<file path="config.mk">
export PLATFORM = sky130hd
export DESIGN_NAME = lsu_handshake_flat
export DESIGN_NICKNAME = d
export VERILOG_FILES = /design/src/rtl/mips_mem_pkg.sv /design/src/rtl/lsu_handshake_if.sv /design/src/rtl/lsu_lane_align.sv /design/src/rtl/lsu_handshake.sv /design/src/flat_wrapper.sv
export SDC_FILE = /design/constraint.sdc
export NUM_CORES = 1
export LEC_CHECK = 0
export CAP_MARGIN = 20
export CORE_MARGIN = 2
export CORE_UTILIZATION = 45
export CTS_BUF_LIST = sky130_fd_sc_hd__clkbuf_8
export DETAILED_ROUTE_END_ITERATION = 8
export GPL_TIMING_DRIVEN = 0
export PLACE_DENSITY = 0.82
export SYNTH_ARGS = -nofsm -noshare
export SYNTH_HDL_FRONTEND = slang
export SYNTH_SLANG_ARGS = --single-unit
</file>
<file path="constraint.sdc">
create_clock -name clk -period 5.2 [get_ports clk]
set_input_delay 0.78 -clock clk [delete_from_list [all_inputs] [get_ports clk]]
set_output_delay 0.78 -clock clk [all_outputs]
set_load 0.02 [all_outputs]
</file>
<file path="src/rtl/mips_mem_pkg.sv">
// Shared definitions for the data-memory path of the MIPS M stage.
//   - opcode constants for the eight load/store instructions
//   - LSU state encoding
//   - access size enum plus opcode classification helpers
package mips_mem_pkg;

    localparam logic [5:0] OP_LB  = 6'b100000;
    localparam logic [5:0] OP_LH  = 6'b100001;
    localparam logic [5:0] OP_LW  = 6'b100011;
    localparam logic [5:0] OP_LBU = 6'b100100;
    localparam logic [5:0] OP_LHU = 6'b100101;
    localparam logic [5:0] OP_SB  = 6'b101000;
    localparam logic [5:0] OP_SH  = 6'b101001;
    localparam logic [5:0] OP_SW  = 6'b101011;

    typedef enum logic [1:0] {
        IDLE   = 2'd0,
        ACCESS = 2'd1,
        RESP   = 2'd2
    } lsuState_e;

    typedef enum logic [1:0] {
        BYTE = 2'd0,
        HALF = 2'd1,
        WORD = 2'd2
    } memSize_e;

    function automatic logic opIsLoad(input logic [5:0] op);
        case (op)
            OP_LB, OP_LH, OP_LW, OP_LBU, OP_LHU: return 1'b1;
            default:                             return 1'b0;
        endcase
    endfunction

    function automatic logic opIsStore(input logic [5:0] op);
        case (op)
            OP_SB, OP_SH, OP_SW: return 1'b1;
            default:             return 1'b0;
        endcase
    endfunction

    // Non-memory opcodes fall into WORD; callers qualify with opIsLoad/opIsStore.
    function automatic memSize_e opSize(input logic [5:0] op);
        case (op)
            OP_LB, OP_LBU, OP_SB: return BYTE;
            OP_LH, OP_LHU, OP_SH: return HALF;
            default:              return WORD;
        endcase
    endfunction

endpackage

</file>
<file path="src/rtl/lsu_handshake_if.sv">
// Datapath-side and memory-side signals of the load/store unit.
//   master : the LSU itself (consumes requests and memory responses,
//            drives stall/response/exception outputs and the memory request)
//   slave  : the environment (pipeline + data memory)
// Request side : req_valid, req_op, req_addr, req_wdata, req_flush
// Response side: stall_o, resp_valid, resp_rdata, adel, ades, bus_err
// Memory side  : mem_en, mem_wen, mem_addr, mem_wdata, mem_rdata, mem_ready
interface lsu_handshake_if #(
    parameter int ADDR_W = 32
);
    logic              req_valid;
    logic [5:0]        req_op;
    logic [ADDR_W-1:0] req_addr;
    logic [31:0]       req_wdata;
    logic              req_flush;

    logic              stall_o;
    logic              resp_valid;
    logic [31:0]       resp_rdata;
    logic              adel;
    logic              ades;
    logic              bus_err;

    logic              mem_en;
    logic [3:0]        mem_wen;
    logic [ADDR_W-1:0] mem_addr;
    logic [31:0]       mem_wdata;
    logic [31:0]       mem_rdata;
    logic              mem_ready;

    modport master (
        input  req_valid, req_op, req_addr, req_wdata, req_flush,
        input  mem_rdata, mem_ready,
        output stall_o, resp_valid, resp_rdata, adel, ades, bus_err,
        output mem_en, mem_wen, mem_addr, mem_wdata
    );

    modport slave (
        output req_valid, req_op, req_addr, req_wdata, req_flush,
        output mem_rdata, mem_ready,
        input  stall_o, resp_valid, resp_rdata, adel, ades, bus_err,
        input  mem_en, mem_wen, mem_addr, mem_wdata
    );
endinterface

</file>
<file path="src/rtl/lsu_lane_align.sv">
// Combinational byte-lane logic for a 32-bit little-endian data bus.
//   op       : MIPS opcode
//   addrLo   : byte address bits [1:0]
//   wdata    : right-aligned store data
//   rdata    : raw memory word
//   legal    : op is a load or store
//   isLoad   : op is a load
//   aligned  : address is naturally aligned for the access size
//   wen      : byte write enables (zero for loads and non-memory ops)
//   wdataRep : store data replicated across the lanes it may land in
//   rdataExt : selected lane, sign- or zero-extended
module lsu_lane_align
    import mips_mem_pkg::*;
(
    input  logic [5:0]  op,
    input  logic [1:0]  addrLo,
    input  logic [31:0] wdata,
    input  logic [31:0] rdata,
    output logic        legal,
    output logic        isLoad,
    output logic        aligned,
    output logic [3:0]  wen,
    output logic [31:0] wdataRep,
    output logic [31:0] rdataExt
);

    memSize_e    sz;
    logic        isStore;
    logic        signExt;
    logic [7:0]  byteLane;
    logic [15:0] halfLane;

    always_comb begin
        sz      = opSize(op);
        isLoad  = opIsLoad(op);
        isStore = opIsStore(op);
        legal   = isLoad | isStore;
        // LBU/LHU have opcode bit 2 set
        signExt = ~op[2];

        case (sz)
            BYTE:    aligned = 1'b1;
            HALF:    aligned = ~addrLo[0];
            default: aligned = (addrLo == 2'b00);
        endcase

        wen      = 4'b0000;
        wdataRep = wdata;
        if (isStore) begin
            case (sz)
                BYTE: begin
                    wen      = 4'b0001 << addrLo;
                    wdataRep = {4{wdata[7:0]}};
                end
                HALF: begin
                    wen      = addrLo[1] ? 4'b1100 : 4'b0011;
                    wdataRep = {2{wdata[15:0]}};
                end
                default: wen = 4'b1111;
            endcase
        end

        case (addrLo)
            2'd0:    byteLane = rdata[7:0];
            2'd1:    byteLane = rdata[15:8];
            2'd2:    byteLane = rdata[23:16];
            default: byteLane = rdata[31:24];
        endcase
        halfLane = addrLo[1] ? rdata[31:16] : rdata[15:0];

        case (sz)
            BYTE:    rdataExt = {{24{signExt & byteLane[7]}}, byteLane};
            HALF:    rdataExt = {{16{signExt & halfLane[15]}}, halfLane};
            default: rdataExt = rdata;
        endcase
    end

endmodule

</file>
<file path="src/rtl/lsu_handshake.sv">
// Multi-cycle handshaked load/store unit for the M stage.
//   clk, rst : system clock, synchronous active-high reset
//   bus      : request, response and memory signals (lsu_handshake_if.master)
//
// state  | meaning
// IDLE   | waiting for a memory instruction; alignment checked here
// ACCESS | memory request held on the bus until mem_ready or timeout
// RESP   | one-cycle resp_valid for a completed, non-cancelled access
module lsu_handshake
    import mips_mem_pkg::*;
#(
    parameter int ADDR_W      = 32,
    parameter int TIMEOUT_CYC = 16,
    parameter int CNT_W       = 5
) (
    input  logic            clk,
    input  logic            rst,
    lsu_handshake_if.master bus
);

    lsuState_e         state;
    lsuState_e         nextState;

    logic [5:0]        opQ;
    logic [ADDR_W-1:0] addrQ;
    logic [31:0]       wdataQ;
    logic [CNT_W-1:0]  cnt;
    logic              cancelQ;
    logic [31:0]       rdataQ;
    logic              adelQ;
    logic              adesQ;
    logic              busErrQ;

    logic [5:0]        alignOp;
    logic [1:0]        alignAddrLo;
    logic [31:0]       alignWdata;
    logic              opLegal;
    logic              opLoad;
    logic              addrAligned;
    logic [3:0]        laneWen;
    logic [31:0]       laneWdata;
    logic [31:0]       laneRdata;

    logic              reqLive;
    logic              accept;
    logic              misalign;
    logic              cancelNow;
    logic              timeoutHit;

    // One lane-align instance serves both phases: in IDLE it checks the
    // incoming request, in ACCESS/RESP it works from the latched request so
    // wen/wdata stay stable and read extraction uses the latched lanes.
    always_comb begin
        if (state == IDLE) begin
            alignOp     = bus.req_op;
            alignAddrLo = bus.req_addr[1:0];
            alignWdata  = bus.req_wdata;
        end else begin
            alignOp     = opQ;
            alignAddrLo = addrQ[1:0];
            alignWdata  = wdataQ;
        end
    end

    lsu_lane_align uLaneAlign (
        .op       (alignOp),
        .addrLo   (alignAddrLo),
        .wdata    (alignWdata),
        .rdata    (bus.mem_rdata),
        .legal    (opLegal),
        .isLoad   (opLoad),
        .aligned  (addrAligned),
        .wen      (laneWen),
        .wdataRep (laneWdata),
        .rdataExt (laneRdata)
    );

    assign reqLive    = (state == IDLE) && bus.req_valid && !bus.req_flush && opLegal;
    assign accept     = reqLive && addrAligned;
    assign misalign   = reqLive && !addrAligned;
    // A flush arriving in the completing cycle cancels just like an earlier one.
    assign cancelNow  = cancelQ | bus.req_flush;
    // cnt counts completed ACCESS cycles; the cycle that would make it
    // TIMEOUT_CYC is the last one the bus is waited on.
    assign timeoutHit = !bus.mem_ready && (cnt == CNT_W'(TIMEOUT_CYC - 1));

    always_ff @(posedge clk) begin
        if (rst) begin
            state <= IDLE;
        end else begin
            state <= nextState;
        end
    end

    always_comb begin
        nextState = state;
        case (state)
            IDLE: begin
                if (accept) nextState = ACCESS;
            end
            ACCESS: begin
                if (bus.mem_ready) begin
                    nextState = cancelNow ? IDLE : RESP;
                end else if (timeoutHit) begin
                    nextState = IDLE;
                end
            end
            RESP:    nextState = IDLE;
            default: nextState = IDLE;
        endcase
    end

    always_ff @(posedge clk) begin
        if (rst) begin
            opQ     <= '0;
            addrQ   <= '0;
            wdataQ  <= '0;
            cnt     <= '0;
            cancelQ <= 1'b0;
            rdataQ  <= '0;
            adelQ   <= 1'b0;
            adesQ   <= 1'b0;
            busErrQ <= 1'b0;
        end else begin
            adelQ   <= misalign && opLoad;
            adesQ   <= misalign && !opLoad;
            busErrQ <= (state == ACCESS) && timeoutHit && !cancelNow;

            if (accept) begin
                opQ     <= bus.req_op;
                addrQ   <= bus.req_addr;
                wdataQ  <= bus.req_wdata;
                cnt     <= '0;
                cancelQ <= 1'b0;
            end

            if (state == ACCESS) begin
                cnt <= cnt + CNT_W'(1);
                if (bus.req_flush) cancelQ <= 1'b1;
                if (bus.mem_ready && !cancelNow && opLoad) rdataQ <= laneRdata;
            end
        end
    end

    always_comb begin
        bus.stall_o    = !rst && (accept || (state == ACCESS));
        bus.mem_en     = (state == ACCESS);
        bus.mem_wen    = (state == ACCESS) ? laneWen : 4'b0000;
        bus.mem_addr   = (state == ACCESS) ? {addrQ[ADDR_W-1:2], 2'b00} : '0;
        bus.mem_wdata  = (state == ACCESS) ? laneWdata : 32'h0;
        bus.resp_valid = (state == RESP);
        bus.resp_rdata = rdataQ;
        bus.adel       = adelQ;
        bus.ades       = adesQ;
        bus.bus_err    = busErrQ;
    end

endmodule

</file>
<file path="src/flat_wrapper.sv">
// flat-port wrapper written by rule: the top's interface ports become plain ports
module lsu_handshake_flat import mips_mem_pkg::*;
#(
    parameter int ADDR_W      = 32,
    parameter int TIMEOUT_CYC = 16,
    parameter int CNT_W       = 5
)
  (clk, rst, bus_req_valid, bus_req_op, bus_req_addr, bus_req_wdata, bus_req_flush, bus_mem_rdata, bus_mem_ready, bus_stall_o, bus_resp_valid, bus_resp_rdata, bus_adel, bus_ades, bus_bus_err, bus_mem_en, bus_mem_wen, bus_mem_addr, bus_mem_wdata);
  lsu_handshake_if #(.ADDR_W(ADDR_W)) bus_i ();
  input  logic clk;
  input  logic rst;
  input wire logic [$bits(bus_i.req_valid)-1:0] bus_req_valid;
  input wire logic [$bits(bus_i.req_op)-1:0] bus_req_op;
  input wire logic [$bits(bus_i.req_addr)-1:0] bus_req_addr;
  input wire logic [$bits(bus_i.req_wdata)-1:0] bus_req_wdata;
  input wire logic [$bits(bus_i.req_flush)-1:0] bus_req_flush;
  input wire logic [$bits(bus_i.mem_rdata)-1:0] bus_mem_rdata;
  input wire logic [$bits(bus_i.mem_ready)-1:0] bus_mem_ready;
  output wire logic [$bits(bus_i.stall_o)-1:0] bus_stall_o;
  output wire logic [$bits(bus_i.resp_valid)-1:0] bus_resp_valid;
  output wire logic [$bits(bus_i.resp_rdata)-1:0] bus_resp_rdata;
  output wire logic [$bits(bus_i.adel)-1:0] bus_adel;
  output wire logic [$bits(bus_i.ades)-1:0] bus_ades;
  output wire logic [$bits(bus_i.bus_err)-1:0] bus_bus_err;
  output wire logic [$bits(bus_i.mem_en)-1:0] bus_mem_en;
  output wire logic [$bits(bus_i.mem_wen)-1:0] bus_mem_wen;
  output wire logic [$bits(bus_i.mem_addr)-1:0] bus_mem_addr;
  output wire logic [$bits(bus_i.mem_wdata)-1:0] bus_mem_wdata;
  assign bus_i.req_valid = bus_req_valid;
  assign bus_i.req_op = bus_req_op;
  assign bus_i.req_addr = bus_req_addr;
  assign bus_i.req_wdata = bus_req_wdata;
  assign bus_i.req_flush = bus_req_flush;
  assign bus_i.mem_rdata = bus_mem_rdata;
  assign bus_i.mem_ready = bus_mem_ready;
  assign bus_stall_o = bus_i.stall_o;
  assign bus_resp_valid = bus_i.resp_valid;
  assign bus_resp_rdata = bus_i.resp_rdata;
  assign bus_adel = bus_i.adel;
  assign bus_ades = bus_i.ades;
  assign bus_bus_err = bus_i.bus_err;
  assign bus_mem_en = bus_i.mem_en;
  assign bus_mem_wen = bus_i.mem_wen;
  assign bus_mem_addr = bus_i.mem_addr;
  assign bus_mem_wdata = bus_i.mem_wdata;
  lsu_handshake #(.ADDR_W(ADDR_W), .TIMEOUT_CYC(TIMEOUT_CYC), .CNT_W(CNT_W)) u_core (.clk(clk), .rst(rst), .bus(bus_i));
endmodule
</file>
======== Word-level counts from Yosys, hierarchy flattened ========
Index checks and enable logic that the tools add are counted.
storage, ports and cells
  logic and storage cells ................. 92
  memories kept ........................... 0
  flip-flop bits (word level) ............. 113
  input port bits ......................... 107
  latch bits .............................. 0
  output and inout bits ................... 106
  memory bits (read-only) ................. 0
  bits in writable memories ............... 0
cells by class
  equal/unequal tests ..................... 16
  multiplexer cells ....................... 28
  shift operators ......................... 1
  divide/modulo/power cells ............... 0
  $add $sub $neg .......................... 1
  reductions and logical operators ........ 30
  order comparisons ....................... 0
  $mul .................................... 0
  bitwise operators ....................... 6
operator list
  cell                 count
  $mux 32              4
  $pmux 32 s2          2
  $eq 6x6->1 const B   8
  $pmux 8 s3           1
  $mux 16              1
  $logic_and 1x1->1    13
  $mux 4               3
  $mux 2               5
  $mux 5               2
  $reduce_or 3->1      3
  $pmux 2 s2           2
  $pmux 4 s2           1
  $eq 2x1->1 const B   3
  $logic_not 1->1      6
  $logic_not 2->1      3
  $mux 6               1
  $add 5x1->5 const B  1
  $eq 5x4->1 const B   1
  $mux 1               5
  $reduce_or 5->1      1
  $eq 2x2->1 const B   2
  $reduce_and 2->1     2
  $shl 1x2->4 const A  1
  $ne 3x2->1 const B   1
  7 further kinds      10

======== Logic depth before layout (Yosys ltp) ========
  depth in word-level cells ............... 11
  depth in mapped cells ................... 10
  gate-level depth less buffers ........... 6

======== By module ========
Synthesis repeated with hierarchy kept, for this count alone.
unflattened totals
  cells, all modules ...................... 819
  area, all modules ....................... 7,613.6 µm²
by module, submodules not included
  module          area an instance (µm²)  instances  seq. area each (µm²)  cells an instance
  lsu_handshake   6,042.0                 1          2,262.2               619
  lsu_lane_align  1,571.5                 1          0.0                   200

======== Worst setup path after synthesis ========
Ideal clock, no wire load.
  path type ............................... input to output
  from .................................... in bus_req_op[4]
  to ...................................... out bus_mem_wdata[24]
  stages on the path ...................... 7
  path slack .............................. 2.066 ns
  buffers on the path ..................... 2
  arrival time ............................ 2.354 ns
  data required time ...................... 4.420 ns
  path through ............................ nand2b_1 -> nor4_4 -> o22a_1 -> buf_4 -> buf_2 -> nor2_1 -> a211oi_1
on the way
  word-level cells in the longest chain between the ends .. 8
  elaborated cells on any way between the ends .. 18
  classes of those cells .................. eq/ne: 8; mux: 6; reduce/logical: 4
ends and longest elaborated chain
  element                                               RTL line                                RTL
  start: declaration                                    flat_wrapper.sv:13                      input wire logic [$bits(bus_i.req_op)-1:0] bus_req_op;
  $mux 6 *                                              lsu_handshake.sv:54                     if (state == IDLE) begin
  $eq 6x6->1, on equally long branches                  mips_mem_pkg.sv:36, mips_mem_pkg.sv:44
  $reduce_or 3->1                                       mips_mem_pkg.sv:44                      case (op)
  $pmux 2 s2                                            mips_mem_pkg.sv:44
  $eq 2x1->1 / $logic_not 2->1 (equally long branches)  lsu_lane_align.sv:50                    case (sz)
  $pmux 32 s2                                           lsu_lane_align.sv:50
  $mux 32 *                                             lsu_lane_align.sv:49                    if (isStore) begin
  $mux 32 *                                             lsu_handshake.sv:150                    bus.mem_wdata = (state == ACCESS) ? laneWdata : 32'h0;
  end: declaration                                      flat_wrapper.sv:28                      output wire logic [$bits(bus_i.mem_wdata)-1:0] bus_mem_wdata;
Every way passes the cells marked *; elsewhere a longest branch is shown, timed or not.

======== Final worst setup path ========
  from .................................... in bus_req_op[0]
  to ...................................... out bus_mem_wdata[29]
The elaborated chain is that of the path after synthesis.

==> flow_summary_export.csv <==
group,metric,value,unit
run_status,status,"completed",
worst_setup_path,cp-start-kind,"input pin",
timing,fmax,224.4,MHz
clocking,cts_buffers,17,
timing,fin_ws,0.7438,ns
power,p_per_area,235.0,mW/mm²
power,peakVddDrop,0.0001601,V
worst_setup_path,required,4.42,ns
global_route,grt_util_all_layers,26.59,%
worst_setup_path,path_max_fanout,10,
detailed_routing,drc,0,
timing,setup-violations-final,0,
detailed_routing,dr_total_vias,5767,
synth,synth_area,0.005477,mm²
die,core_area,0.01196,mm²
cells_and_area,design_area,0.008169,mm²
worst_setup_path,crit_family,"buffers and inverters",
worst_setup_path,path_depth,6,
clocking,htree_levels,4,
clocking,clock_latency,0.43,ns
clocking,clkSinkCount,113,
die,dieWidth,114.3,µm
place,post-place-ws,0.8892,ns
synth,async_flop_share,0,%
clocking,cts_setup_buffers,0,
worst_setup_path,slowest_delay,0.70,ns
clocking,root_buffer,"clkbuf_8",
global_route,grt_max_degree,17,
worst_setup_path,arrival,3.68,ns
worst_hold_path,hp-class,"flip-flop to flip-flop",
cells_and_area,postLayoutCoreUtil,68.29,%
synth,synth_cell_types,49,
clocking,ctsResizeCount,0,
synth,yosysSeqAreaShare,41.31,%
synth,synth_edf_count,0,
worst_hold_path,hold_path_depth,2,
place,placed_cells,1050,
die,io-pin-count,213,
power,p_total,1.920,mW
timing,skew,0.009699,ns
timing,tightest_slew,0.7659,ns
clocking,cts_tree,"built",
synth,synth_top_flop_cell,"dfxtp_1",
global_route,grt_antenna_before_repair,0,
detailed_routing,ant_nets,0,
worst_setup_path,ff2ff_path_depth,8,
detailed_routing,first_pass_iters,5,
place,port_buffers,209,
worst_setup_path,crit_buf_inv,3,
clocking,path_clk_slew,0.07,ns
synth,syn_avg_cell_area,7.903,µm²
worst_setup_path,worst-setup-path-type,"input pin to output pin",
cells_and_area,drive_gt1_share,8.565,%
cells_and_area,fin_nets,1031,
worst_setup_path,cp_slowest_cell,"clkdlybuf4s50_1",
cells_and_area,area_growth,49.17,%
clocking,cts_hold_buf,0,
synth,yosysWarnings,0,
timing,whs,0.4496,ns
detailed_routing,wl_per_cell,15.97,µm
worst_setup_path,cp_common_cell,"clkdlybuf4s50_1",
place,hpwl,12950,µm
detailed_routing,drt_iter0_drc,369,
power,power_leakage,2.831,nW
global_route,grt_pass1_wl,27430,µm
global_route,overflow,0,
place,placed_cell_area,0.007756,mm²
timing,tns,0,ns
place,routabilityCongestion,0.9185,
worst_setup_path,path_cells,"clkdlybuf4s50_1, mux2i_2, clkbuf_1, mux2i_1, a211oi_1, clkdlybuf4s50_1",
die,initial_core_util,45.78,%
timing,drv_slew,0,
cells_and_area,antenna_cells,0,
die,rows,40,
detailed_routing,drt_wl_total,17270,µm
flow_run,maxCapViolCount,0,
synth,ys_seq_elements,113,
cells_and_area,final.fill_count,1046,
die,dieArea,0.01307,mm²
worst_setup_path,endpoint_kind,"output pin",
timing,min_period_over_period,85.70,%
timing,timing.slew.headroom,48.94,%
timing,rsz0062_at_grt,"no",
die,die-height,114.3,µm
synth,syn_inst,693,
detailed_routing,viasPerCell,5.335,
clocking,clk_path_buf_depth,2,
timing,hold_violations,0,
cells_and_area,fin_cells,1081,
global_route,grt_pass1_vias,5552,
timing,min_period,4.456,ns
## cell usage after synthesis, types with 2 or more instances
master     count  area share, %
a211oi_1      33            4.5
a211oi_2       7            1.6
a21oi_1       79            7.2
a21oi_2        2           0.32
a22oi_1       15            2.1
a31oi_1        3           0.34
and2_1        41            4.7
and3_1         2           0.23
buf_2         23            2.1
buf_4          6           0.82
buf_6          2           0.41
clkbuf_1      25            1.7
dfxtp_1      113             41
ha_1           2           0.46
inv_1          6           0.41
mux2i_1       36            6.6
nand2_1      163             11
nand2b_1       6           0.69
nand3_1        6           0.55
nor2_1        68            4.7
nor2_4         2           0.41
nor2b_1        3           0.34
nor3_1         4           0.37
nor3b_1        3           0.41
nor4_1         2           0.23
nor4b_1        5           0.80
o21ai_0        7           0.64
o2bb2ai_1      7            1.1
or3_1          2           0.23
## state kept, by name (all words and copies together), names as in the netlist
register               flops
u_core.addrQ              32
u_core.bus.resp_rdata     32
u_core.wdataQ             32
u_core.opQ                 6
u_core.cnt                 5
u_core.state               2
u_core.bus.adel            1
u_core.bus.ades            1
u_core.bus.bus_err         1
u_core.cancelQ             1
## routing by layer
| layer | share of wire, % | GRT usage, % |
|---|---|---|
| met1 | 43 | 32.11 |
| met2 | 47 | 45.04 |
| met3 | 8.7 | 8.576 |
| met4 | 1.4 | 8.455 |
| met5 | 0 | 0 |
## layout by cell type, fill, tap and decap left out, types with 3 or more instances in the layout
| master | n |
|---|---|
| clkdlybuf4s50_1 | 209 |
| nor3_1 | 4 |
| o2bb2ai_1 | 7 |
| inv_1 | 7 |
| nand2_1 | 163 |
| nor2b_1 | 3 |
| dfxtp_1 | 113 |
| buf_2 | 23 |
| nor3b_1 | 3 |
| nor2_1 | 68 |
| mux2i_1 | 36 |
| nand2b_1 | 6 |
| a21oi_1 | 79 |
| clkbuf_1 | 25 |
| buf_4 | 6 |
| nand3_1 | 6 |
| clkinv_2 | 4 |
| nor4b_1 | 5 |
| a211oi_2 | 7 |
| bufinv_16 | 3 |
| a31oi_1 | 3 |
| o21ai_0 | 7 |
| and2_1 | 41 |
| a22oi_1 | 15 |
| clkbuf_8 | 20 |
| a211oi_1 | 33 |
## cells by family (layout without fill, tap and decap cells)
logic type	count (synthesis)	count (layout)	share of synthesized area [%]
muxes	37	37	6.831
other	1	2	0.06847
buffers and inverters	63	303	5.529
DFF	113	113	41.31
and+or+nand+nor	313	313	25.95
AOI/OAI and AO/OA	164	164	19.85
adders and majority gates	2	2	0.4569
## power breakdown
group	total, mW	internal, mW	switching [mW]
Combinational	0.179	0.0997	0.0796
Sequential	0.871	0.868	0.00217
Clock	0.870	0.505	0.365
Total	1.92	1.47	0.447
## worst register-to-register path: cells and delay by family (launching register included)
family / cells / cell delay, ns
AOI/OAI and AO/OA: 3 / 0.77
DFF: 1 / 0.30
and+or+nand+nor: 2 / 0.41
buffers and inverters: 2 / 0.51
muxes: 1 / 0.54
## worst paths after layout
path               startpoint           endpoint  slack (ns)
min          u_core.addrQ[14]   u_core.addrQ[14]        0.45
max             bus_req_op[0]  bus_mem_wdata[29]        0.74
max reg2reg   u_core.state[1]  u_core.wdataQ[25]        2.60
min reg2reg  u_core.addrQ[14]   u_core.addrQ[14]        0.45
## cell type report
class	instances	area [µm²]	share of cell area, %
Clock inverter	11	137.6	1.685
Clock buffer	20	275.3	3.370
Sequential cell	113	2262	27.69
Tap cell	147	183.9	2.251
Buffer	57	280.3	3.431
Multi-Input combinational cell	518	2915	35.69
Inverter	6	22.52	0.2757
Timing Repair Buffer	209	2092	25.61
(Power assumes the default switching activity.)
